`src/rtl/counter_cmd_sequencer_pkg.sv`:
```
// Shared types for the counter command sequencer: opcodes, FSM states,
// requester ids and the opcode-to-strobe mapping.
package counter_seq_pkg;

    typedef enum logic [2:0] {
        OP_RESET  = 3'd0,
        OP_SET    = 3'd1,
        OP_LOAD   = 3'd2,
        OP_INC_N  = 3'd3,
        OP_DEC_N  = 3'd4,
        OP_SHL_IN = 3'd5,
        OP_SHR_IN = 3'd6,
        OP_RSVD   = 3'd7
    } op_t;

    typedef enum logic {
        IDLE = 1'b0,
        EXEC = 1'b1
    } state_t;

    localparam logic REQ_A = 1'b0;
    localparam logic REQ_B = 1'b1;

    localparam int STB_W = 7;

    // Strobe bit i belongs to opcode i: Reset, Set, Load, Inc, Dec, ShiftR2L, ShiftL2R.
    function automatic logic [STB_W-1:0] op_strobe(op_t op);
        logic [STB_W-1:0] stb;
        stb = '0;
        if (op != OP_RSVD) stb = STB_W'(1) << op;
        return stb;
    endfunction

endpackage

```
`src/rtl/counter_cmd_sequencer_if.sv`:
```
// Request channels from both requesters plus the strobe/data bus toward the counter.
interface counter_cmd_sequencer_if #(
    parameter int CNT_W  = 8,
    parameter int DATA_W = 32
);
    logic              ReqValidA, ReqValidB;
    logic              ReqReadyA, ReqReadyB;
    logic [2:0]        ReqOpA, ReqOpB;
    logic [DATA_W-1:0] ReqArgA, ReqArgB;
    logic [CNT_W-1:0]  ReqCountA, ReqCountB;
    logic              Abort;
    logic              DoReset, DoSet, DoLoad, DoIncrement, DoDecrement;
    logic              DoShiftL2R, DoShiftR2L;
    logic [DATA_W-1:0] CounterInData;
    logic              CounterInMSB, CounterInLSB;
    logic              Busy, Done, DoneId, DoneAborted;

    modport master (
        output ReqValidA, ReqValidB, ReqOpA, ReqOpB, ReqArgA, ReqArgB,
               ReqCountA, ReqCountB, Abort,
        input  ReqReadyA, ReqReadyB, DoReset, DoSet, DoLoad, DoIncrement,
               DoDecrement, DoShiftL2R, DoShiftR2L, CounterInData,
               CounterInMSB, CounterInLSB, Busy, Done, DoneId, DoneAborted
    );

    modport slave (
        input  ReqValidA, ReqValidB, ReqOpA, ReqOpB, ReqArgA, ReqArgB,
               ReqCountA, ReqCountB, Abort,
        output ReqReadyA, ReqReadyB, DoReset, DoSet, DoLoad, DoIncrement,
               DoDecrement, DoShiftL2R, DoShiftR2L, CounterInData,
               CounterInMSB, CounterInLSB, Busy, Done, DoneId, DoneAborted
    );
endinterface

```
`src/rtl/counter_cmd_sequencer_rr_arbiter2.sv`:
```
// Two-requester round-robin grant; the pointer flips to the loser on every accept.
module rr_arbiter2
    import counter_seq_pkg::*;
(
    input  logic clk,
    input  logic rst_n,
    input  logic en,
    input  logic valid_a,
    input  logic valid_b,
    output logic ready_a,
    output logic ready_b,
    output logic grant_id,
    output logic accept
);
    logic ptr_q, ptr_d;

    always_comb begin
        grant_id = (valid_a && valid_b) ? ptr_q : (valid_b ? REQ_B : REQ_A);
        ready_a  = en && valid_a && (grant_id == REQ_A);
        ready_b  = en && valid_b && (grant_id == REQ_B);
        accept   = ready_a || ready_b;
        ptr_d    = accept ? ~grant_id : ptr_q;
    end

    always_ff @(posedge clk or negedge rst_n) begin
        if (!rst_n) ptr_q <= REQ_A;
        else        ptr_q <= ptr_d;
    end
endmodule

```
`src/rtl/counter_cmd_sequencer.sv`:
```
// Accepts commands from two requesters and expands each into registered
// one-hot strobes for the multi-function counter.
//
//  state | meaning
//  IDLE  | waiting for a request; ReqReady offered to the granted side
//  EXEC  | emitting strobes for the latched command; Done on the last one
module counter_cmd_sequencer
    import counter_seq_pkg::*;
#(
    parameter int CNT_W  = 8,
    parameter int DATA_W = 32
) (
    input logic Clock,
    input logic nReset,
    counter_cmd_sequencer_if.slave bus
);
    localparam int IDX_W  = $clog2(DATA_W);
    localparam int BIDX_W = IDX_W + 1;

    state_t             state_q, state_d;
    op_t                op_q, op_d;
    logic [DATA_W-1:0]  arg_q, arg_d;
    logic [CNT_W-1:0]   rem_q, rem_d;
    logic [BIDX_W-1:0]  bit_idx_q, bit_idx_d;
    logic               id_q, id_d;
    logic [STB_W-1:0]   strb_q, strb_d;
    logic [DATA_W-1:0]  data_q, data_d;
    logic               msb_q, msb_d, lsb_q, lsb_d;
    logic               busy_q, busy_d, done_q, done_d;
    logic               done_id_q, done_id_d, aborted_q, aborted_d;

    logic               ready_a, ready_b, grant_id, accept;
    op_t                sel_op;
    logic [DATA_W-1:0]  sel_arg;
    logic [CNT_W-1:0]   sel_cnt, clamp_cnt, n_strobes;

    rr_arbiter2 u_arb (
        .clk      (Clock),
        .rst_n    (nReset),
        .en       ((state_q == IDLE) && nReset),
        .valid_a  (bus.ReqValidA),
        .valid_b  (bus.ReqValidB),
        .ready_a  (ready_a),
        .ready_b  (ready_b),
        .grant_id (grant_id),
        .accept   (accept)
    );

    always_comb begin
        sel_op    = (grant_id == REQ_B) ? op_t'(bus.ReqOpB) : op_t'(bus.ReqOpA);
        sel_arg   = (grant_id == REQ_B) ? bus.ReqArgB : bus.ReqArgA;
        sel_cnt   = (grant_id == REQ_B) ? bus.ReqCountB : bus.ReqCountA;
        clamp_cnt = (int'(sel_cnt) > DATA_W) ? CNT_W'(DATA_W) : sel_cnt;
        case (sel_op)
            OP_RESET, OP_SET, OP_LOAD: n_strobes = CNT_W'(1);
            OP_INC_N, OP_DEC_N:        n_strobes = sel_cnt;
            OP_SHL_IN, OP_SHR_IN:      n_strobes = clamp_cnt;
            default:                   n_strobes = '0;
        endcase
    end

    // rem_q counts strobes still owed after the one currently on the outputs;
    // for SHL_IN that same value is the index of the bit being shifted in.
    always_comb begin
        state_d   = state_q;
        op_d      = op_q;
        arg_d     = arg_q;
        rem_d     = rem_q;
        bit_idx_d = bit_idx_q;
        id_d      = id_q;
        strb_d    = '0;
        data_d    = '0;
        msb_d     = 1'b0;
        lsb_d     = 1'b0;
        busy_d    = 1'b0;
        done_d    = 1'b0;
        done_id_d = 1'b0;
        aborted_d = 1'b0;
        case (state_q)
            IDLE: begin
                if (accept) begin
                    state_d   = EXEC;
                    op_d      = sel_op;
                    arg_d     = sel_arg;
                    id_d      = grant_id;
                    busy_d    = 1'b1;
                    bit_idx_d = BIDX_W'(1);
                    rem_d     = (n_strobes == '0) ? '0 : n_strobes - CNT_W'(1);
                    done_d    = (n_strobes <= CNT_W'(1));
                    if (done_d) done_id_d = grant_id;
                    if (n_strobes != '0) begin
                        strb_d = op_strobe(sel_op);
                        if (sel_op == OP_LOAD)   data_d = sel_arg;
                        if (sel_op == OP_SHL_IN) lsb_d  = sel_arg[IDX_W'(n_strobes - CNT_W'(1))];
                        if (sel_op == OP_SHR_IN) msb_d  = sel_arg[0];
                    end
                end
            end
            EXEC: begin
                if (done_q) begin
                    state_d = IDLE;
                end else if (bus.Abort) begin
                    busy_d    = 1'b1;
                    done_d    = 1'b1;
                    aborted_d = 1'b1;
                    done_id_d = id_q;
                end else begin
                    busy_d = 1'b1;
                    strb_d = op_strobe(op_q);
                    rem_d  = rem_q - CNT_W'(1);
                    done_d = (rem_q == CNT_W'(1));
                    if (done_d) done_id_d = id_q;
                    if (op_q == OP_SHL_IN) lsb_d = arg_q[IDX_W'(rem_q - CNT_W'(1))];
                    if (op_q == OP_SHR_IN) msb_d = arg_q[bit_idx_q[IDX_W-1:0]];
                    if (bit_idx_q != BIDX_W'(DATA_W)) bit_idx_d = bit_idx_q + BIDX_W'(1);
                end
            end
            default: state_d = IDLE;
        endcase
    end

    always_ff @(posedge Clock or negedge nReset) begin
        if (!nReset) begin
            state_q   <= IDLE;
            op_q      <= OP_RESET;
            arg_q     <= '0;
            rem_q     <= '0;
            bit_idx_q <= '0;
            id_q      <= REQ_A;
            strb_q    <= '0;
            data_q    <= '0;
            msb_q     <= 1'b0;
            lsb_q     <= 1'b0;
            busy_q    <= 1'b0;
            done_q    <= 1'b0;
            done_id_q <= 1'b0;
            aborted_q <= 1'b0;
        end else begin
            state_q   <= state_d;
            op_q      <= op_d;
            arg_q     <= arg_d;
            rem_q     <= rem_d;
            bit_idx_q <= bit_idx_d;
            id_q      <= id_d;
            strb_q    <= strb_d;
            data_q    <= data_d;
            msb_q     <= msb_d;
            lsb_q     <= lsb_d;
            busy_q    <= busy_d;
            done_q    <= done_d;
            done_id_q <= done_id_d;
            aborted_q <= aborted_d;
        end
    end

    assign bus.ReqReadyA     = ready_a;
    assign bus.ReqReadyB     = ready_b;
    assign bus.DoReset       = strb_q[0];
    assign bus.DoSet         = strb_q[1];
    assign bus.DoLoad        = strb_q[2];
    assign bus.DoIncrement   = strb_q[3];
    assign bus.DoDecrement   = strb_q[4];
    assign bus.DoShiftR2L    = strb_q[5];
    assign bus.DoShiftL2R    = strb_q[6];
    assign bus.CounterInData = data_q;
    assign bus.CounterInMSB  = msb_q;
    assign bus.CounterInLSB  = lsb_q;
    assign bus.Busy          = busy_q;
    assign bus.Done          = done_q;
    assign bus.DoneId        = done_id_q;
    assign bus.DoneAborted   = aborted_q;
endmodule

```
`src/flat_wrapper.sv`:
```
// flat-port wrapper written by rule: the top's interface ports become plain ports
module counter_cmd_sequencer_flat import counter_seq_pkg::*;
#(
    parameter int CNT_W  = 8,
    parameter int DATA_W = 32
)
  (Clock, nReset, bus_ReqValidA, bus_ReqValidB, bus_ReqOpA, bus_ReqOpB, bus_ReqArgA, bus_ReqArgB, bus_ReqCountA, bus_ReqCountB, bus_Abort, bus_ReqReadyA, bus_ReqReadyB, bus_DoReset, bus_DoSet, bus_DoLoad, bus_DoIncrement, bus_DoDecrement, bus_DoShiftL2R, bus_DoShiftR2L, bus_CounterInData, bus_CounterInMSB, bus_CounterInLSB, bus_Busy, bus_Done, bus_DoneId, bus_DoneAborted);
  counter_cmd_sequencer_if #(.CNT_W(CNT_W), .DATA_W(DATA_W)) bus_i ();
  input logic Clock;
  input logic nReset;
  input wire logic [$bits(bus_i.ReqValidA)-1:0] bus_ReqValidA;
  input wire logic [$bits(bus_i.ReqValidB)-1:0] bus_ReqValidB;
  input wire logic [$bits(bus_i.ReqOpA)-1:0] bus_ReqOpA;
  input wire logic [$bits(bus_i.ReqOpB)-1:0] bus_ReqOpB;
  input wire logic [$bits(bus_i.ReqArgA)-1:0] bus_ReqArgA;
  input wire logic [$bits(bus_i.ReqArgB)-1:0] bus_ReqArgB;
  input wire logic [$bits(bus_i.ReqCountA)-1:0] bus_ReqCountA;
  input wire logic [$bits(bus_i.ReqCountB)-1:0] bus_ReqCountB;
  input wire logic [$bits(bus_i.Abort)-1:0] bus_Abort;
  output wire logic [$bits(bus_i.ReqReadyA)-1:0] bus_ReqReadyA;
  output wire logic [$bits(bus_i.ReqReadyB)-1:0] bus_ReqReadyB;
  output wire logic [$bits(bus_i.DoReset)-1:0] bus_DoReset;
  output wire logic [$bits(bus_i.DoSet)-1:0] bus_DoSet;
  output wire logic [$bits(bus_i.DoLoad)-1:0] bus_DoLoad;
  output wire logic [$bits(bus_i.DoIncrement)-1:0] bus_DoIncrement;
  output wire logic [$bits(bus_i.DoDecrement)-1:0] bus_DoDecrement;
  output wire logic [$bits(bus_i.DoShiftL2R)-1:0] bus_DoShiftL2R;
  output wire logic [$bits(bus_i.DoShiftR2L)-1:0] bus_DoShiftR2L;
  output wire logic [$bits(bus_i.CounterInData)-1:0] bus_CounterInData;
  output wire logic [$bits(bus_i.CounterInMSB)-1:0] bus_CounterInMSB;
  output wire logic [$bits(bus_i.CounterInLSB)-1:0] bus_CounterInLSB;
  output wire logic [$bits(bus_i.Busy)-1:0] bus_Busy;
  output wire logic [$bits(bus_i.Done)-1:0] bus_Done;
  output wire logic [$bits(bus_i.DoneId)-1:0] bus_DoneId;
  output wire logic [$bits(bus_i.DoneAborted)-1:0] bus_DoneAborted;
  assign bus_i.ReqValidA = bus_ReqValidA;
  assign bus_i.ReqValidB = bus_ReqValidB;
  assign bus_i.ReqOpA = bus_ReqOpA;
  assign bus_i.ReqOpB = bus_ReqOpB;
  assign bus_i.ReqArgA = bus_ReqArgA;
  assign bus_i.ReqArgB = bus_ReqArgB;
  assign bus_i.ReqCountA = bus_ReqCountA;
  assign bus_i.ReqCountB = bus_ReqCountB;
  assign bus_i.Abort = bus_Abort;
  assign bus_ReqReadyA = bus_i.ReqReadyA;
  assign bus_ReqReadyB = bus_i.ReqReadyB;
  assign bus_DoReset = bus_i.DoReset;
  assign bus_DoSet = bus_i.DoSet;
  assign bus_DoLoad = bus_i.DoLoad;
  assign bus_DoIncrement = bus_i.DoIncrement;
  assign bus_DoDecrement = bus_i.DoDecrement;
  assign bus_DoShiftL2R = bus_i.DoShiftL2R;
  assign bus_DoShiftR2L = bus_i.DoShiftR2L;
  assign bus_CounterInData = bus_i.CounterInData;
  assign bus_CounterInMSB = bus_i.CounterInMSB;
  assign bus_CounterInLSB = bus_i.CounterInLSB;
  assign bus_Busy = bus_i.Busy;
  assign bus_Done = bus_i.Done;
  assign bus_DoneId = bus_i.DoneId;
  assign bus_DoneAborted = bus_i.DoneAborted;
  counter_cmd_sequencer #(.CNT_W(CNT_W), .DATA_W(DATA_W)) u_core (.Clock(Clock), .nReset(nReset), .bus(bus_i));
endmodule
```
`config.mk`:
```
export PLATFORM = sky130hd
export DESIGN_NAME = counter_cmd_sequencer_flat
export DESIGN_NICKNAME = d
export VERILOG_FILES = /design/src/rtl/counter_cmd_sequencer_pkg.sv /design/src/rtl/counter_cmd_sequencer_if.sv /design/src/rtl/counter_cmd_sequencer_rr_arbiter2.sv /design/src/rtl/counter_cmd_sequencer.sv /design/src/flat_wrapper.sv
export SDC_FILE = /design/constraint.sdc
export NUM_CORES = 1
export LEC_CHECK = 0
export CAP_MARGIN = 15
export CORE_MARGIN = 1
export CORE_UTILIZATION = 45
export CTS_BUF_LIST = sky130_fd_sc_hd__clkbuf_4 sky130_fd_sc_hd__clkbuf_8
export DETAILED_ROUTE_END_ITERATION = 10
export PLACE_DENSITY_LB_ADDON = 0.08
export SYNTH_ARGS = -nofsm -noshare
export SYNTH_HDL_FRONTEND = slang
export SYNTH_SLANG_ARGS = --single-unit
```
`constraint.sdc`:
```
create_clock -name Clock -period 4.1 [get_ports Clock]
set_input_delay 0.615 -clock Clock [delete_from_list [all_inputs] [get_ports Clock]]
set_output_delay 0.615 -clock Clock [all_outputs]
set_load 0.05 [all_outputs]
```
==> run_results.csv <==
group,metric,value,unit
run_status,outcome,"completed",
global_route,grt_max_degree,71,
synth,async_flop_share,100,%
clocking,cts_buffer_depth,2,
worst_setup_path,crit_required,4.39,ns
sta,tns,0,ns
routing,drc,0,
synth,ys_ff_latch,96,
floorplanning,die_height,115,microns
pwr,p_leak,3.30,nW
clocking,cts_tree,"yes",
sta,setup_viol,0,
worst_setup_path,worst-r2r-cell-count,11,
global_route,antenna_found_initial,0,
floorplanning,dieWidth,115,microns
routing,vias,4949,
routing,viasPerCell,5.68,
global_route,gr-usage-all-layers,26.9,%
synth,syn_nets,661,
synth,ys_seq_area_share,41.8,%
finish,area_growth,31.5,%
run,cap_violations,0,
worst_setup_path,crit_path_max_incr_delay,0.51,ns
finish,nFillCells,1065,
worst_setup_path,crit-reg2reg-launch,"u_core.u_arb.ptr_q",
clocking,clock-sinks,96,
worst_setup_path,crit_buf_inv,1,
worst_setup_path,path_cells,"clkdlybuf4s50_1, nand2b_1, a22oi_2, a211oi_2, a21boi_2, a21o_1, ha_1, xor2_1, nand3_1, a41oi_1, o41ai_2, a31oi_1",
sta,finalHoldViolCount,0,
synth,synth_edf_count,0,
synth,synth_top_area_share,41.8,%
finish,final_cell_mix,"clkdlybuf4s50_1 (136), dfrtp_1 (96), nand2_1 (81)",
pwr,p_per_area,561,mW/mm^2
floorplanning,row_count,40,
worst_setup_path,worstPathMaxFanout,10,
routing,drt_first_pass_iters,7,
place,place.gp.congestion,0.930,
clocking,cts-htree-levels,3,
floorplanning,dieArea,0.0132,sq mm
global_route,grt_pass1_vias,4870,
synth,synth_cell_types,72,
finish,final_common_cell,"clkdlybuf4s50_1",
sta,fmax,266,MHz
synth,synth_area_leaders,"dfrtp_1 (42%), mux4_2 (13%), mux2i_1 (7.7%), nand2_1 (5.3%), o21ai_0 (3.9%)",
clocking,cts-root-buf,"clkbuf_8",
clocking,cts_setup_buffers,0,
clocking,ctsHoldBuffers,0,
sta,relSlewSlack,43.2,%
routing,drt_iter0_markers,326,
routing,routed_wl,16.6,mm
routing,drtAntennaViolNets,0,
global_route,grt_first_pass_wirelength,26.6,mm
synth,syn-instance-count,564,
sta,slew_violations,0,
clocking,cts.clk_slew.worst_paths,0.11,ns
floorplanning,core,0.0122,sq mm
routing,wl_per_cell,19.0,microns
pwr,ir_worst_vdd,0.000353,V
sta,period_share,91.7,%
floorplanning,initial_core_util,47.1,%
finish,final_nets,796,
clocking,clkLatencyLatePin,0.39,ns
worst_setup_path,setup.worst_path.end_class,"flop",
finish,diodes,0,
finish,regArea,0.00240,sq mm
synth,yosys_warnings,0,
place,hpwl,12.6,mm
sta,finClkSkew,0.0162,ns
clocking,cts_buffers,9,
synth,syn_area,0.00575,sq mm
worst_setup_path,r2r_slack,0.57,ns
worst_setup_path,worst-endpoint-arrival,4.05,ns
clocking,cts_resized,0,
finish,layout-drive-gt1-share,13.4,%
sta,min_period,3.76,ns
place,portBuffers,137,
global_route,grt-ovfl-total,0,
worst_setup_path,worstSetupStartpointType,"primary input",
worst_setup_path,cp_top_family,"compound AO/OA/AOI/OAI gates",
finish,multi_input_area,0.00315,sq mm
sta,tightest_slew,0.852,ns
worst_setup_path,cp_slowest_cell,"xor2_1",
worst_setup_path,critPathKind,"primary input to flop",
worst_setup_path,r2r-end,"u_core.bus.CounterInLSB",
finish,fin_util,61.9,%
hold_path,worst_hold_path_type,"primary input to async pin",
floorplanning,boundaryPins,138,
synth,syn_area_per_cell,10.2,sq um
synth,synth_largest_area_cell,"dfrtp_1",
synth,synth-main-ff-cell,"dfrtp_1",
sta,rsz0062_at_grt,"false",
-- cell type report --
class                   count  area share, %
clock buffers              10           1.82
inverters                  11          0.546
clock inverters             6           1.03
multi-input cells         420           41.6
repair buffers            161           20.5
flip-flops and latches     96           31.8
well taps                 168           2.78
-- flip-flops by register name, summed over array words and instances (netlist names), 3 cells and up --
name,count
u_core.arg_q,32
u_core.bit_idx_q,6
u_core.bus.CounterInData,32
u_core.op_q,3
u_core.rem_q,8
u_core.strb_q,7
-- metal layers --
metal  GRT usage (%)  vias to the layer above  routed length, microns
li1                -                     2307                       -
met5               0                        -                       0
met1            37.9                     2438                    7590
met2            42.5                      183                    7630
met4            6.84                        0                     258
met3            5.85                       21                    1140
-- synthesized netlist by cell type (7+ instances only) --
| cell type | number |
|---|---|
| inv_1 | 10 |
| o21ai_0 | 45 |
| mux2i_1 | 44 |
| a21oi_1 | 15 |
| or3_1 | 7 |
| nor2b_1 | 7 |
| mux4_2 | 33 |
| buf_2 | 14 |
| nor2_1 | 58 |
| clkbuf_1 | 16 |
| nand2_1 | 81 |
| nand3_1 | 17 |
| dfrtp_1 | 96 |
-- worst max path at each step --
stage,end,startpoint,cells after the start
after floorplan,u_core.bus.CounterInLSB,bus_ReqValidA,16
after global placement,u_core.bus.CounterInLSB,bus_ReqOpB[1],12
after detailed placement,u_core.bus.CounterInLSB,bus_ReqValidA,13
after CTS,u_core.bus.CounterInLSB,bus_ReqValidA,13
after global routing,u_core.bus.CounterInLSB,bus_ReqOpA[1],12
final,u_core.bus.CounterInLSB,bus_ReqValidA,12
-- stage by stage --
stage | power (W) | setup slack, ns | area, sq um | hold slack, ns | std cells
final | 0.00424 | 0.339 | 7560 | 0.292 | 872
after global routing | 0.00451 | 0.0994 | 7560 | 0.302 | 872
after CTS | 0.00424 | 0.428 | 7560 | 0.299 | 872
after detailed placement | 0.00356 | 0.0710 | 7350 | 0.472 | 856
after global placement | 0.00351 | 0.271 | 7350 | 0.464 | 856
after floorplan | 0.00290 | 0.393 | 5750 | 0.319 | 564
-- report_power, final --
group	internal (W)	leakage [nW]	switching (W)
combinational	0.000984	1.94	0.00110
clock	0.000307	0.110	0.000371
sequential	0.00121	1.25	0.000265
total	0.00251	3.30	0.00174
-- logic make-up (layout without fill, tap and decap cells) --
family          Yosys count  after routing  synth area share (%)
compound gates          116            116                  13.9
xor+xnor                 10             10                  1.52
fa+ha+maj                 6              6                  1.31
buf+inv                  48            188                  3.83
flops                    96             96                  41.8
mux                      78             78                  20.8
simple gates            210            210                  16.9
Power figures use the tool's default switching activity.
